**src/rtl/nexys_starship_spawner.sv**
```systemverilog
`default_nettype none
//------------------------------------------------------------------------------
// Module  : nexys_starship_spawner
// Brief   : LFSR-driven per-lane monster spawn scheduler with difficulty ramp.
// Revision: 1.0
//------------------------------------------------------------------------------
module nexys_starship_spawner #(
  parameter logic [15:0] LFSR_SEED     = 16'hACE1,
  parameter logic [7:0]  INIT_INTERVAL = 8'd40,
  parameter logic [7:0]  MIN_INTERVAL  = 8'd8,
  parameter logic [7:0]  INTERVAL_STEP = 8'd2,
  parameter logic [7:0]  RAMP_PERIOD   = 8'd50
) (
  input  logic       timerClk,
  input  logic       Reset,
  input  logic       play_flag,
  input  logic       game_over,
  input  logic [3:0] lane_full,
  output logic [3:0] spawn,
  output logic [7:0] interval,
  output logic [3:0] level,
  output logic       q_Idle,
  output logic       q_Run,
  output logic       q_Done
);

  localparam logic [2:0]  S_IDLE     = 3'b001;
  localparam logic [2:0]  S_RUN      = 3'b010;
  localparam logic [2:0]  S_DONE     = 3'b100;
  localparam logic [15:0] c_LFSR_TAP = 16'hB400;

  logic [2:0]  r_state;
  logic [7:0]  r_countdown;
  logic [7:0]  r_ramp_cnt;
  logic [15:0] r_lfsr;
  logic [15:0] w_lfsr_next;
  logic [3:0]  w_pick;
  logic [1:0]  w_lane;
  logic        w_ramp;
  logic [7:0]  w_interval_ramped;

  // Right-shifting Galois form of x^16+x^14+x^13+x^11+1; the all-zero lockup reloads the seed.
  assign w_lfsr_next = (r_lfsr == 16'h0000) ? LFSR_SEED :
                       ({1'b0, r_lfsr[15:1]} ^ (r_lfsr[0] ? c_LFSR_TAP : 16'h0000));

  // Scan from the highest offset down so the lowest free offset from the base lane wins.
  always_comb begin
    w_pick = 4'b0000;
    w_lane = 2'b00;
    for (int i = 3; i >= 0; i--) begin
      w_lane = r_lfsr[1:0] + 2'(i);
      if (!lane_full[w_lane]) w_pick = 4'b0001 << w_lane;
    end
  end

  assign w_ramp            = (r_ramp_cnt == (RAMP_PERIOD - 8'd1));
  assign w_interval_ramped = ({1'b0, interval} < ({1'b0, MIN_INTERVAL} + {1'b0, INTERVAL_STEP}))
                             ? MIN_INTERVAL : (interval - INTERVAL_STEP);

  always_ff @(posedge timerClk or posedge Reset) begin
    if (Reset) begin
      r_state     <= S_IDLE;
      spawn       <= 4'b0000;
      interval    <= INIT_INTERVAL;
      level       <= 4'd0;
      r_countdown <= INIT_INTERVAL - 8'd1;
      r_ramp_cnt  <= 8'd0;
      r_lfsr      <= LFSR_SEED;
    end else begin
      r_lfsr <= w_lfsr_next;
      spawn  <= 4'b0000;
      case (r_state)
        S_IDLE: begin
          interval    <= INIT_INTERVAL;
          level       <= 4'd0;
          r_countdown <= INIT_INTERVAL - 8'd1;
          r_ramp_cnt  <= 8'd0;
          if (play_flag) r_state <= S_RUN;
        end
        S_RUN: begin
          if (game_over) begin
            r_state <= S_DONE;
          end else if (!play_flag) begin
            r_state     <= S_IDLE;
            interval    <= INIT_INTERVAL;
            level       <= 4'd0;
            r_countdown <= INIT_INTERVAL - 8'd1;
            r_ramp_cnt  <= 8'd0;
          end else begin
            if (r_countdown != 8'd0) begin
              r_countdown <= r_countdown - 8'd1;
            end else begin
              spawn       <= w_pick;
              r_countdown <= interval - 8'd1;
            end
            if (w_ramp) begin
              r_ramp_cnt <= 8'd0;
              interval   <= w_interval_ramped;
              if (level != 4'hF) level <= level + 4'd1;
            end else begin
              r_ramp_cnt <= r_ramp_cnt + 8'd1;
            end
          end
        end
        S_DONE: begin
          if (!play_flag) begin
            r_state     <= S_IDLE;
            interval    <= INIT_INTERVAL;
            level       <= 4'd0;
            r_countdown <= INIT_INTERVAL - 8'd1;
            r_ramp_cnt  <= 8'd0;
          end
        end
        default: r_state <= S_IDLE;
      endcase
    end
  end

  assign q_Idle = r_state[0];
  assign q_Run  = r_state[1];
  assign q_Done = r_state[2];

endmodule
`default_nettype wire
```
**config.mk**
```make
export PLATFORM = sky130hd
export DESIGN_NAME = nexys_starship_spawner
export DESIGN_NICKNAME = d
export VERILOG_FILES = /design/src/rtl/nexys_starship_spawner.sv
export SDC_FILE = /design/constraint.sdc
export NUM_CORES = 1
export LEC_CHECK = 0
export ABC_AREA = 1
export CORE_MARGIN = 4
export CORE_UTILIZATION = 45
export CTS_CLUSTER_SIZE = 24
export DETAILED_ROUTE_END_ITERATION = 10
export PLACE_DENSITY = 0.71
export SLEW_MARGIN = 20
export SYNTH_ARGS = -nofsm -noshare
export SYNTH_HDL_FRONTEND = slang
export SYNTH_SLANG_ARGS = --single-unit
```
**constraint.sdc**
```tcl
create_clock -name timerClk -period 2.3 [get_ports timerClk]
set_clock_uncertainty 0.15 [all_clocks]
set_input_delay 0.23 -clock timerClk [delete_from_list [all_inputs] [get_ports timerClk]]
set_output_delay 0.23 -clock timerClk [all_outputs]
set_load 0.01 [all_outputs]
```
==> reports/results.txt <==
IO Port Bufs: 25
Pwr per Cell Area: 801 mW/mm^2
fmax: 492 MHz
Seq cells post-synth: 50
Data arrival, critical path: 2.13 ns
Setup crit start: r_countdown[0]
Post-CTS Setup Inserts: 0
dpl ws: 0.265 ns
hold buffers post-CTS: 0
DR pass1 iterations: 4
Num CTS Buffers: 5
Routed WL: 5840 um
Setup crit end kind: flop
htree depth: 2
critical path launch point type: flop
Starting Density: 46.8%
area growth from synthesis to layout: 17.1%
Layout Cells excl Fill: 460
clk slew on worst S/H paths: 0.10 ns
RSZ-0062 raised after global routing: false
core area: 0.00599 mm^2
Die W: 86.9 um
sequential area share after synthesis: 45.3%
initial antenna violation count: 0
cts repair resizes: 0
min cycle time layout: 2.03 ns
WP depth: 13
Yosys Warn Count: 0
first-pass GRT wire length: 10200 um
Bufs on Longest Clock Path: 2
GRT Total Usage: 16.9%
critical path cell sequence: nor2_1 -> nand2_1 -> nor2_1 -> nand2_1 -> nand2_1 -> inv_1 -> ha_1 -> inv_1 -> nor2_1 -> nand3_1 -> nand2_1 -> nand3_1 -> nand2_1
Peak VDD IR: 0.465 mV
reg2reg end: r_countdown[6]
status: finished, final reports clean
period utilization: 88.3%
Post-synth top flop: dfrtp_1
post-route ant nets: 0
Hold WC Path Type: in -> async
CP top delay family: simple AND/OR/NAND/NOR gates
Initial DRC Count: 169
Crit Path Class: reg -> reg
Max Cap Viol: 0
Net Count, Synth: 373
Row Count: 28
Worst path slowest cell: dfstp_2
die area: 0.00756 mm^2
worst-path fanout max: 5
TritonCTS clock tree: done
Ant. Diodes: 0
Max Transition Viols Final: 0
post-DR vias/cell: 5.15
syn avg cell area: 7.87 um^2
post-synth cell types: 37
DR DRC count: 0
Rel. slew slack: 63.0%
Via Count: 2368
worst r2r src: r_countdown[0]
most used cell, CP: nand2_1
vias in the first global route: 2263
IO Pins: 27
r2r setup slk: 0.27 ns
Post-Syn Area: 0.00280 mm^2
Routed wire per std cell: 12.7 um
pin count of the biggest net entering global routing: 22
Die H: 86.9 um
GPL Wtd Cong: 0.875
Post-layout nets: 401
P_leak: 1.51 nW
Critical Path RT: 2.40 ns
share of cells above drive strength 1: 13.2%
Async S/R FF share, synth: 100%
clk root buf: clkbuf_8
Critical Path End: r_countdown[6]
worst skew pair latency: 0.31 ns
placed insts: 452
clock sinks: 50
FF-to-FF path depth: 13
Critical Path Max Stage Delay: 0.57 ns
most common cell after layout, fill and taps aside: nand2_1
synthesized instance count: 356
final worst setup slack: 0.269 ns
crit path buf inv count: 2
worst-case hold slack: 0.0898 ns
Setup Total Neg Slack: 0 ns
actual slew at the worst max-slew pin: 0.551 ns
post-DP HPWL: 4360 um
Final Hold Vio Count: 0
EDFF count, synth: 0
final setup violation count: 0
grt ovf: 0
most frequent cells in the layout: nand2_1 (86), inv_1 (40), dfrtp_1 (35)
Total Power: 2.63 mW
flip-flops by register name, summed over array words and instances, names as in the netlist:
name,cells
spawn,4
r_state,3
interval,7
level,4
r_ramp_cnt,8
r_lfsr,16
r_countdown,8
layer usage:
| metal | share of wire (%) | GRT usage [%] | vias to the layer above |
|---|---|---|---|
| met1 | 47 | 22.9 | 1119 |
| li1 | - | - | 1191 |
| met2 | 47 | 26.7 | 50 |
| met4 | 1.6 | 6.23 | 0 |
| met5 | 0 | 0 | - |
| met3 | 4.2 | 3.31 | 8 |
stage by stage:
stage	instance area (um^2)	util, %
3_3_place_gp	3140	52.5
6_report	3280	54.8
2_1_floorplan	2800	-
3_5_place_dp	3140	52.5
5_1_grt	3280	54.8
4_1_cts	3280	54.8
worst min-delay path by stage:
stage               from             to  slack, ns
2_1_floorplan  play_flag  r_ramp_cnt[2]       0.24
6_report           Reset    interval[2]       0.09
3_3_place_gp   r_lfsr[3]      r_lfsr[2]       0.21
4_1_cts            Reset       spawn[2]       0.10
5_1_grt            Reset  r_ramp_cnt[4]       0.14
3_5_place_dp   r_lfsr[3]      r_lfsr[2]       0.21
worst reg2reg max path: stages (launching register included):
cell and delay, ns:
dfstp_2 0.57, nor2_1 0.04, nand2_1 0.09, nor2_1 0.06
nand2_1 0.05, nand2_1 0.08, inv_1 0.08, ha_1 0.18
inv_1 0.05, nor2_1 0.27, nand3_1 0.12, nand2_1 0.07
nand3_1 0.08, nand2_1 0.07
cell type report:
type / count / area (um^2)
clock buffer: 5 / 68.8
clock inverter: 3 / 68.8
fill: 550 / 2710
inverter: 50 / 188
multi-input combinational: 244 / 1280
sequential: 50 / 1270
tap: 75 / 93.8
timing repair buffer: 33 / 310
synth_stat cells, types with 6 or more instances:
cell type / instances / area (um^2)
nor3_1: 7 / 35.0
ha_1: 9 / 113
inv_2: 9 / 33.8
dfrtp_1: 35 / 876
dfstp_2: 15 / 394
nor2_1: 33 / 124
o21ai_1: 10 / 50.1
inv_1: 41 / 154
xor2_1: 6 / 52.6
a21oi_1: 21 / 105
nand2_1: 86 / 323
nand3_1: 20 / 100
clkbuf_1: 7 / 26.3
o21ai_0: 17 / 85.1
report_power, final:
group / internal [mW] / switching, mW
Clock: 0.436 / 0.307
Combinational: 0.297 / 0.532
Sequential: 0.965 / 0.0912
Total: 1.70 / 0.930
kinds of logic after synthesis:
family / count (synthesis) / share of synthesized area [%]
fa+ha+maj: 9 / 4.02
xor+xnor: 9 / 2.81
buf+inv: 62 / 8.93
compound gates: 59 / 11.7
other cells: 1 / 0.134
simple gates: 166 / 27.1
flops: 50 / 45.3
Power figures use the tool's default switching activity.
